File: src/rtl/gate_pkg.sv
// gate_pkg: shared op codes, parameter bounds and the gate evaluation function.
// Latency: n/a (types and a pure combinational function only).
// Backpressure: n/a.
package gate_pkg;

  typedef enum logic [2:0] {
    OP_NOT  = 3'd0,
    OP_AND  = 3'd1,
    OP_OR   = 3'd2,
    OP_XOR  = 3'd3,
    OP_NAND = 3'd4,
    OP_NOR  = 3'd5,
    OP_XNOR = 3'd6,
    OP_BUF  = 3'd7
  } gate_op_e;

  localparam int WIDTH_MIN  = 1;
  localparam int WIDTH_MAX  = 64;
  localparam int STAGES_MIN = 1;
  localparam int STAGES_MAX = 4;

  // Evaluated at the maximum width; callers keep the low WIDTH bits.
  function automatic logic [WIDTH_MAX-1:0] gate_eval(
    input logic [2:0]           op,
    input logic [WIDTH_MAX-1:0] a,
    input logic [WIDTH_MAX-1:0] b
  );
    logic [WIDTH_MAX-1:0] r;
    case (op)
      OP_NOT:  r = ~a;
      OP_AND:  r = a & b;
      OP_OR:   r = a | b;
      OP_XOR:  r = a ^ b;
      OP_NAND: r = ~(a & b);
      OP_NOR:  r = ~(a | b);
      OP_XNOR: r = ~(a ^ b);
      default: r = a;  // OP_BUF
    endcase
    return r;
  endfunction

endpackage

File: src/rtl/gate_stage.sv
// gate_stage: one valid bit plus payload register of the gate pipeline.
// Latency: 1 cycle. Ports: clk/rst_n; up_vld_i/up_dat_i from upstream;
// dn_rdy_i from downstream; rdy_o (this stage can load); vld_o/dat_o to downstream.
// Backpressure: loads whenever empty or downstream ready, so bubbles collapse.
module gate_stage #(
  parameter int PW = 10
) (
  input  logic          clk,
  input  logic          rst_n,
  input  logic          up_vld_i,
  input  logic [PW-1:0] up_dat_i,
  input  logic          dn_rdy_i,
  output logic          rdy_o,
  output logic          vld_o,
  output logic [PW-1:0] dat_o
);

  logic          vld_q, vld_d;
  logic [PW-1:0] dat_q, dat_d;

  assign rdy_o = !vld_q || dn_rdy_i;

  always_comb begin
    vld_d = vld_q;
    dat_d = dat_q;
    if (rdy_o) begin
      vld_d = up_vld_i;
      // Payload only moves with a real transaction; bubbles leave it untouched.
      if (up_vld_i) begin
        dat_d = up_dat_i;
      end
    end
  end

  always_ff @(posedge clk or negedge rst_n) begin
    if (!rst_n) begin
      vld_q <= 1'b0;
      dat_q <= '0;
    end else begin
      vld_q <= vld_d;
      dat_q <= dat_d;
    end
  end

  assign vld_o = vld_q;
  assign dat_o = dat_q;

endmodule

File: src/rtl/gate_pipe.sv
// gate_pipe: WIDTH-bit registered gate unit (NOT/AND/OR/XOR/NAND/NOR/XNOR/BUF)
// with zero/parity flags. Latency STAGES cycles, one transaction per cycle.
// Backpressure: valid/ready both sides; in_ready is combinational from out_ready.
// Ports: clk, rst_n (async low); in_valid/in_ready/op/a/b input side;
// out_valid/out_ready/y/zero/parity output side (driven from the last stage).
module gate_pipe
  import gate_pkg::*;
#(
  parameter int WIDTH  = 8,
  parameter int STAGES = 2
) (
  input  logic             clk,
  input  logic             rst_n,
  input  logic             in_valid,
  output logic             in_ready,
  input  logic [2:0]       op,
  input  logic [WIDTH-1:0] a,
  input  logic [WIDTH-1:0] b,
  output logic             out_valid,
  input  logic             out_ready,
  output logic [WIDTH-1:0] y,
  output logic             zero,
  output logic             parity
);

  // Payload layout: {result, zero, parity}.
  localparam int PW = WIDTH + 2;

  if (WIDTH < WIDTH_MIN || WIDTH > WIDTH_MAX ||
      STAGES < STAGES_MIN || STAGES > STAGES_MAX) begin : g_param_err
    $error("gate_pipe: WIDTH must be 1..64 and STAGES 1..4");
  end

  logic [WIDTH_MAX-1:0] a_ext, b_ext, eval_full;
  logic [WIDTH-1:0]     res;
  logic [PW-1:0]        head_dat;

  always_comb begin
    a_ext = '0;
    b_ext = '0;
    a_ext[WIDTH-1:0] = a;
    b_ext[WIDTH-1:0] = b;
  end

  assign eval_full = gate_eval(op, a_ext, b_ext);
  assign res       = eval_full[WIDTH-1:0];
  assign head_dat  = {res, ~|res, ^res};

  // Upper evaluation bits beyond WIDTH are intentionally discarded.
  logic unused_eval;
  assign unused_eval = ^eval_full;

  // Each stage's forward inputs come from the previous stage and its
  // downstream ready from the next one; the chain closes on out_ready.
  for (genvar i = 0; i < STAGES; i++) begin : g_st
    logic          vld_in;
    logic [PW-1:0] dat_in;
    logic          dn_rdy;
    logic          rdy;
    logic          vld;
    logic [PW-1:0] dat;

    if (i == 0) begin : g_head
      assign vld_in = in_valid;
      assign dat_in = head_dat;
    end else begin : g_link
      assign vld_in = g_st[i-1].vld;
      assign dat_in = g_st[i-1].dat;
    end

    if (i == STAGES - 1) begin : g_tail
      assign dn_rdy = out_ready;
    end else begin : g_next
      assign dn_rdy = g_st[i+1].rdy;
    end

    gate_stage #(.PW(PW)) u_stage (
      .clk      (clk),
      .rst_n    (rst_n),
      .up_vld_i (vld_in),
      .up_dat_i (dat_in),
      .dn_rdy_i (dn_rdy),
      .rdy_o    (rdy),
      .vld_o    (vld),
      .dat_o    (dat)
    );
  end

  assign in_ready  = g_st[0].rdy;
  assign out_valid = g_st[STAGES-1].vld;
  assign y         = g_st[STAGES-1].dat[PW-1:2];
  assign zero      = g_st[STAGES-1].dat[1];
  assign parity    = g_st[STAGES-1].dat[0];

endmodule

File: config.mk
export PLATFORM = sky130hd
export DESIGN_NAME = gate_pipe
export DESIGN_NICKNAME = d
export VERILOG_FILES = /design/src/rtl/gate_pkg.sv /design/src/rtl/gate_stage.sv /design/src/rtl/gate_pipe.sv
export SDC_FILE = /design/constraint.sdc
export NUM_CORES = 1
export LEC_CHECK = 0
export BUFFER_PORTS_ARGS = -buffer_cell sky130_fd_sc_hd__buf_2
export CORE_MARGIN = 5
export CORE_UTILIZATION = 53
export CTS_CLUSTER_DIAMETER = 50
export CTS_CLUSTER_SIZE = 10
export DETAILED_ROUTE_END_ITERATION = 12
export PLACE_DENSITY = 0.88
export SYNTH_ARGS = -nofsm -noshare
export SYNTH_HDL_FRONTEND = slang
export SYNTH_SLANG_ARGS = --single-unit
File: constraint.sdc
create_clock -name clk -period 3.1 [get_ports clk]
set_input_delay 0.62 -clock clk [delete_from_list [all_inputs] [get_ports clk]]
set_output_delay 0.62 -clock clk [all_outputs]
set_load 0.05 [all_outputs]
==> flow_summary.ini <==
[status]
status = finished clean

[worst_hold_path]
min_path_type = primary input to asynchronous set/reset pin

[sta]
tightest_slew_ps = 545
relSlewSlack_pct = 63.5
rsz0062_at_grt = false
setup_viol = 0
worst_clock_skew_ps = 3.49
timing.final.max_slew_violations = 0
post-route-period-util_pct = 74.8
hold_viol = 0
min_period_ps = 2320
setup_tns_ps = 0
fmax_mhz = 431
worst_hold_slack_ps = 259

[clock_tree]
htreeDepth = 1
clk_pin_slew_ps = 110
cts_made_buffers = 3
ctsLongestPathBuffers = 2
insertion_delay_ps = 290
numClockSinks = 22
ctsResizeCount = 0
postCtsSetupBuffers = 0
cts_hold_buf = 0
cts_tree = done
clockRootBuffer = clkbuf_4

[floorplan]
die_h_um = 69.7
die_w_um = 69.7
row_count = 21
initial_core_util_pct = 55.7
core-area_um2 = 3390
dieArea_um2 = 4860
io_pins = 35

[detailed_routing]
drc = 0
totalWireLength_um = 3520
drtIter0Drc = 69
ant_nets = 0
first_pass_iters = 4
routedWlPerCell_um = 12.9
via_per_inst = 5.57
vias = 1515

[placed_design]
globalplace.congestion = 0.847
place_hpwl_um = 2860
io_buffers = 34
dp_cells = 269
postPlaceCellArea_um2 = 2030

[final_layout]
nNetsFinal = 271
n_fill_cell = 299
fin_util_pct = 60.5
diodes = 0
area_growth_syn_to_layout_pct = 8.61
regArea_um2 = 551
fin_cells = 272
multi_input_area_um2 = 1160
fin_area_um2 = 2050
layout-drive-gt1-share_pct = 28.3

[worst_setup_path]
start_kind = primary input
crit-reg2reg-capture = g_st[0].u_stage.dat_o[8]
critPathMaxFanout = 4
r2r_cells = 4
cp.arrival_ps = 2480
crit_path_end_kind = register
r2r_start = g_st[0].u_stage.vld_o
worstPathRequired_ps = 3260
crit_type = primary input to register
r2r_slack_ps = 1450

[power]
swShare_pct = 41.5
p_int_mw = 0.564
p_sw_mw = 0.400
power_leakage_nw = 0.977
irDropWorstVdd_mv = 0.171
p_seq_share_pct = 39.6
powerDensity_nw_per_um2 = 470
power_frac_clock_pct = 12.5
combPwrFrac_pct = 47.9

[logic_synthesis]
synthArstFlopShare_pct = 100
synth_ff_type = dfrtp_1
netlist_instances = 198
synth_edf_count = 0
yosys_warnings = 0
synth_top_area_cell = dfrtp_1
syn_nets = 241
netlist_area_um2 = 1890
yosys_register_bits = 22
synthTopCellsByArea = dfrtp_1 (29%), ha_1 (13%), mux2_2 (7.2%)
netlist.area_leader.share_pct = 29.1
ys_types = 45
synth_seq_area_share_pct = 29.1
syn_avg_cell_area_um2 = 9.54

[global_routing]
grt_pass1_vias = 1430
grt_antenna_before_repair = 0
grt_max_degree = 26
grt_first_pass_wirelength_um = 6090
track_usage_pct = 14.7
overflow = 0

[job]
maxCapViolCount = 0
-- power by group through the flow --
stage / Clock, mW / Combinational [mW] / Sequential, mW
after global routing: 0.134 / 0.502 / 0.389
after CTS: 0.125 / 0.467 / 0.382
after global placement: 0 / 0.456 / 0.386
final: 0.121 / 0.461 / 0.382
after detailed placement: 0 / 0.466 / 0.389
after floorplan: 0 / 0.230 / 0.521
-- through the flow --
step	setup WS (ps)	total power, mW
floorplan	786	0.751
global placement	486	0.842
detailed placement	472	0.855
CTS	785	0.974
global route	626	1.03
finish	781	0.964
-- layer usage --
layer	track usage (%)	share of wire, %	vias up
met5	0	0	-
met3	2.32	5.5	6
met4	5.53	1.8	0
met1	18.7	47	696
li1	-	-	777
met2	25.1	46	36
-- placed cells by master, fill, tap and decap left out, types with 4 or more instances in the layout --
cell type  count
buf_2         34
nand3_1        4
a21oi_1        5
nand3b_1       4
inv_1         20
o21ai_0        8
dfrtp_1       22
mux2_2        12
o211ai_1       4
nand2_1       27
nand2b_1       4
ha_1          20
a211oi_1       7
-- worst max-delay path, stage by stage --
cell and delay [ps]:
buf_2 110, inv_1 50, ha_1 330, nand2_1 60, o21ai_0 70, a221oi_1 380, mux2_2 250, ha_1 240
xnor2_1 160, xnor2_1 130, o21ai_0 80
-- logic make-up (layout without fill, tap and decap cells) --
logic type | Yosys count | after routing | synth area share (%)
and+or+nand+nor | 55 | 55 | 15.4
AOI/OAI and AO/OA | 50 | 50 | 21.5
buffers and inverters | 32 | 60 | 9.54
DFF | 22 | 22 | 29.1
adders and majority gates | 20 | 20 | 13.2
muxes | 16 | 16 | 9.80
xor gates and xnor gates | 3 | 3 | 1.39
-- layout make-up --
cell class / count / area share (%)
Sequential cell: 22 / 26.8
Clock buffer: 3 / 1.10
Inverter: 22 / 4.15
Tap cell: 46 / 2.80
Timing Repair Buffer: 35 / 8.66
Multi-Input combinational cell: 144 / 56.5
-- how the worst max path moves through the flow --
stage / from / endpoint
final: a[2] / g_st[0].u_stage.dat_o[0]
after global routing: op[0] / g_st[0].u_stage.dat_o[0]
after CTS: a[2] / g_st[0].u_stage.dat_o[0]
after detailed placement: a[2] / g_st[0].u_stage.dat_o[0]
after global placement: a[2] / g_st[0].u_stage.dat_o[0]
after floorplan: a[6] / g_st[0].u_stage.dat_o[0]
-- flip-flops by register name, summed over array words and instances (netlist names) --
name	count
g_st.u_stage.dat_o	20
g_st.u_stage.vld_o	2
-- cells in the mapped netlist, types with 2 or more instances --
| library cell | n |
|---|---|
| nand2_1 | 27 |
| dfrtp_1 | 22 |
| ha_1 | 20 |
| inv_1 | 20 |
| mux2_2 | 12 |
| o21ai_0 | 8 |
| a211oi_1 | 7 |
| buf_6 | 6 |
| a21oi_1 | 5 |
| nand2b_1 | 4 |
| nand3_1 | 4 |
| nand3b_1 | 4 |
| o211ai_1 | 4 |
| a31oi_1 | 3 |
| buf_4 | 3 |
| nor2_1 | 3 |
| o221ai_1 | 3 |
| or2_1 | 3 |
| xnor2_1 | 3 |
| a21boi_0 | 2 |
| a221oi_1 | 2 |
| a221oi_2 | 2 |
| a311oi_2 | 2 |
| a32o_1 | 2 |
| and4bb_2 | 2 |
| mux2_4 | 2 |
| mux2i_1 | 2 |
| o21ai_1 | 2 |
| o32ai_2 | 2 |
| or4b_1 | 2 |
(Power assumes the default switching activity.)
